$ cat config.mk
export PLATFORM = sky130hd
export DESIGN_NAME = moore_seq_detector
export DESIGN_NICKNAME = d
export VERILOG_FILES = /design/src/rtl/seq_det_pkg.sv /design/src/rtl/sat_counter.sv /design/src/rtl/moore_seq_detector.sv
export SDC_FILE = /design/constraint.sdc
export NUM_CORES = 1
export LEC_CHECK = 0
export CAP_MARGIN = 20
export CORE_ASPECT_RATIO = 0.8
export CORE_MARGIN = 1
export CORE_UTILIZATION = 36
export CTS_CLUSTER_DIAMETER = 60
export DETAILED_ROUTE_END_ITERATION = 6
export GPL_ROUTABILITY_DRIVEN = 0
export PLACE_DENSITY_LB_ADDON = 0.1
export SYNTH_ARGS = -nofsm -noshare
export SYNTH_HDL_FRONTEND = slang
export SYNTH_SLANG_ARGS = --single-unit
$ cat constraint.sdc
create_clock -name clk -period 1.3 [get_ports clk]
set_input_delay 0.39 -clock clk [delete_from_list [all_inputs] [get_ports clk]]
set_output_delay 0.39 -clock clk [all_outputs]
set_load 0.01 [all_outputs]
$ cat src/rtl/seq_det_pkg.sv
// rtl/seq_det_pkg.sv - state encoding and pattern constant for the 1011 detector
package seq_det_pkg;

  localparam int ST_W = 3;

  // Pattern being detected, kept here so the state names have a reference.
  localparam logic [3:0] PATTERN = 4'b1011;

  typedef enum logic [ST_W-1:0] {
    IDLE  = 3'd0,
    S1    = 3'd1,
    S10   = 3'd2,
    S101  = 3'd3,
    S1011 = 3'd4
  } state_t;

endpackage

$ cat src/rtl/sat_counter.sv
// rtl/sat_counter.sv - saturating up-counter with sync active-low reset and clear
module sat_counter #(
  parameter int W = 8
) (
  input  logic         clk,
  input  logic         rst,
  input  logic         clr,
  input  logic         inc,
  output logic [W-1:0] count
);

  logic [W-1:0] r_count;

  always_ff @(posedge clk) begin
    if (!rst) begin
      r_count <= '0;
    end else if (clr) begin
      r_count <= '0;
    end else if (inc && (r_count != {W{1'b1}})) begin
      r_count <= r_count + 1'b1;
    end
  end

  assign count = r_count;

endmodule

$ cat src/rtl/moore_seq_detector.sv
// rtl/moore_seq_detector.sv - overlapping Moore detector for serial pattern 1011
module moore_seq_detector
  import seq_det_pkg::*;
#(
  parameter int CNT_W = 8
) (
  input  logic             clk,
  input  logic             rst,
  input  logic             din,
  input  logic             din_valid,
  input  logic             clr,
  output logic             det,
  output logic [ST_W-1:0]  state_o,
  output logic [CNT_W-1:0] match_count
);

  state_t r_state;
  state_t w_next;
  logic   r_det;
  logic   w_inc;

  always_comb begin
    w_next = IDLE;
    case (r_state)
      IDLE:    w_next = din ? S1    : IDLE;
      S1:      w_next = din ? S1    : S10;
      S10:     w_next = din ? S101  : IDLE;
      S101:    w_next = din ? S1011 : S10;
      S1011:   w_next = din ? S1    : S10;
      default: w_next = IDLE;
    endcase
  end

  // det is registered from the same next-state value, so it always equals (r_state == S1011).
  always_ff @(posedge clk) begin
    if (!rst) begin
      r_state <= IDLE;
      r_det   <= 1'b0;
    end else if (clr) begin
      r_state <= IDLE;
      r_det   <= 1'b0;
    end else if (din_valid) begin
      r_state <= w_next;
      r_det   <= (w_next == S1011);
    end
  end

  assign w_inc = din_valid && (w_next == S1011) && (r_state != S1011);

  sat_counter #(
    .W(CNT_W)
  ) u_match_cnt (
    .clk   (clk),
    .rst   (rst),
    .clr   (clr),
    .inc   (w_inc),
    .count (match_count)
  );

  assign det     = r_det;
  assign state_o = r_state;

endmodule
==> impl_metrics.json <==
{
  "outcome": "complete, but fails checks",
  "violations": "setup timing",
  "avgViaCountPerCell": 5.156,
  "synth_top_family_by_area": "simple AND/OR/NAND/NOR gates",
  "wl_um": 1816,
  "num_io_pins": 17,
  "timing.setup.tns_ps": -352.3,
  "report.final.hold_viol_count": 0,
  "final_util_pct": 73.54,
  "num_antenna_cells": 0,
  "synth.yosys.seq_area_share_pct": 40.94,
  "end_kind": "flip-flop",
  "die_h_um": 38.11,
  "leakage_nw": 0.4326,
  "synth-compound-area-share_pct": 16.42,
  "firstDrtPassIters": 4,
  "core_area_sq_mm": 0.001456,
  "drive_above_1_share_pct": 55.14,
  "tritoncts": "done",
  "netlist-cell-type-count": 26,
  "drtAntennaViolNets": 0,
  "cts_buffers": 3,
  "netlist_instances": 67,
  "max_cap_violations": 0,
  "clk-insertion-delay-late_ps": 280,
  "htreeDepth": 1,
  "rows": 12,
  "period_share_pct": 108.0,
  "die_w_um": 47.14,
  "startpoint": "state_o[2]",
  "ir_drop_uv": 545.1,
  "grt_max_degree": 13,
  "synth_area_leader_cell": "dfxtp_1",
  "setup_viol": 7,
  "post_dp_cell_area_sq_um": 912.1,
  "final.setup_skew_ps": 9.774,
  "cp-start-kind": "flip-flop",
  "power_density_mw_per_mm2": 668.5,
  "final_nets": 114,
  "clock-sinks": 12,
  "rsz0062_at_grt": "yes",
  "port_buffers": 16,
  "syn2layout_area_growth_pct": 82.52,
  "antenna_found_initial": 0,
  "r2r-start": "state_o[2]",
  "drt-initial-drc-count": 10,
  "syn-cell-area_sq_um": 586.8,
  "hold_class": "reg2reg",
  "ctsLongestPathBuffers": 2,
  "critical_path_class": "reg2reg",
  "synth_fp_nets": 73,
  "die-area_sq_mm": 0.001797,
  "fin_ws_ps": -104.5,
  "synth_top_area_share_pct": 40.94,
  "critPathArrivalTime_ps": 1620,
  "yosys.area_share.simple_pct": 27.51,
  "ys_top_cells_by_area": "dfxtp_1 41%, mux2i_1 6.8%, a21oi_1 6.0%, nand2_1 3.8%, nor2_1 3.8%",
  "tightestPinTransition_ps": 294.9,
  "synth-seq-cells": 12,
  "drc": 0,
  "slew_headroom_pct": 80.26,
  "finalCriticalPeriod_ps": 1405,
  "synth_xor_area_share_pct": 1.493,
  "design_area_sq_mm": 0.001071,
  "overflow": 0,
  "grt_pass1_vias": 609,
  "drv_slew": 0,
  "dp_hpwl_um": 1175,
  "syn_avg_cell_area_sq_um": 8.758,
  "holdCritStartpoint": "det",
  "yosys-mux-area-fraction_pct": 6.823,
  "fill_cells": 109,
  "path_max_fanout": 4,
  "ys_warn_count": 0,
  "path_clk_slew_ps": 80,
  "initial_utilization_pct": 40.29,
  "cts_root_buffer": "clkbuf_4",
  "grt_pass1_wl_um": 2566,
  "track_usage_pct": 20.99,
  "dr_total_vias": 660,
  "synthAdderAreaFrac_pct": 2.132,
  "fmax_ghz": 0.7120,
  "required_ps": 1520,
  "wl_per_cell_um": 14.19
}
[layout by cell type, fill, tap and decap left out, types with 2 or more instances in the layout]
cell type and n:
inv_1 2, nand4_1 2, o211ai_1 2, nor2_1 6
clkdlybuf4s50_1 2, a21oi_2 2, clkdlybuf4s15_2 2, clkdlybuf4s15_1 4
clkbuf_4 3, dfxtp_1 3, clkbuf_2 6, buf_4 20
or3_4 2, a21oi_1 5, nand2_1 5, nand3_2 2
o21ai_0 2, mux2i_1 4, dfxtp_4 5, buf_6 2
dfxtp_2 4
[critical path, stage by stage, from the launching register on]
cell	delay (ps)
dfxtp_4	350
and4b_2	360
nand4_4	110
or3_4	380
a21oi_2	140
[through the flow]
stage	std cells	hold WS (ps)	total power, mW	worst slack [ps]
finish	128	454.3	0.7160	-104.5
global route	128	481.4	0.7489	-181.7
CTS	125	455.1	0.7237	-79.53
detailed placement	117	446.3	0.4235	-539.5
global placement	117	444.8	0.4220	-508.4
floorplan	67	480.5	0.3894	-31.71
[sequential cells by signal (all words and copies together) (netlist names)]
name,cells
det,1
state_o,3
u_match_cnt.count,8
[final timing paths]
kind | cells after the start | end | slack [ps]
worst min register to register | 2 | det | 450
worst max-delay path | 4 | u_match_cnt.count[3] | -100
worst max register to register | 4 | u_match_cnt.count[3] | -100
worst min-delay path | 2 | det | 450
[synthesized netlist by cell type, drive strengths merged]
library cell and count:
nor3b 1, o21ai 3, o31a 1, o31ai 2
and4b 1, nor2 6, xor2 1, nand4 3
or3 3, o211ai 2, a21oi 7, and4 1
ha 1, and3 1, nand3 4, buf 2
inv 2, a211oi 1, nor3 1, clkbuf 1
mux2i 4, nand2 6, nand2b 1, dfxtp 12
[kinds of logic after synthesis]
| family | count (synthesis) |
|---|---|
| simple gates | 28 |
| buf+inv | 5 |
| fa+ha+maj | 1 |
| compound gates | 16 |
| xor+xnor | 1 |
| flops | 12 |
| mux | 4 |
[where the power goes]
group	total, mW	internal, mW	switching [mW]	leakage (nW)
logic	0.0565	0.0320	0.0245	0.309
registers	0.359	0.358	0.000924	0.103
clock network	0.301	0.171	0.130	0.0210
[cell type report]
type / instances / area [sq um] / share of cell area (%)
tap: 21 / 26.28 / 2.453
sequential: 12 / 264.0 / 24.65
timing repair buffer: 39 / 326.6 / 30.49
clock buffer: 4 / 36.28 / 3.388
inverter: 2 / 7.507 / 0.7009
multi-input combinational: 50 / 410.4 / 38.32
[what timing repair did]
item	CTS	global route
resized for setup	33	26
setup endpoints to repair	22	19
pin swaps	5	12
hold buffers	0	0
setup buffers	4	5
[per-layer routing]
| layer | up-vias | share of wire (%) | wire length [um] | track usage, % |
|---|---|---|---|---|
| li1 | 328 | - | - | - |
| met1 | 314 | 48 | 872 | 26.86 |
| met2 | 18 | 48 | 871 | 32.29 |
| met3 | 0 | 3.9 | 71 | 8.962 |
| met4 | 0 | 0 | 0 | 5.000 |
| met5 | - | 0 | 0 | 0 |
Power figures use the tool's default switching activity.
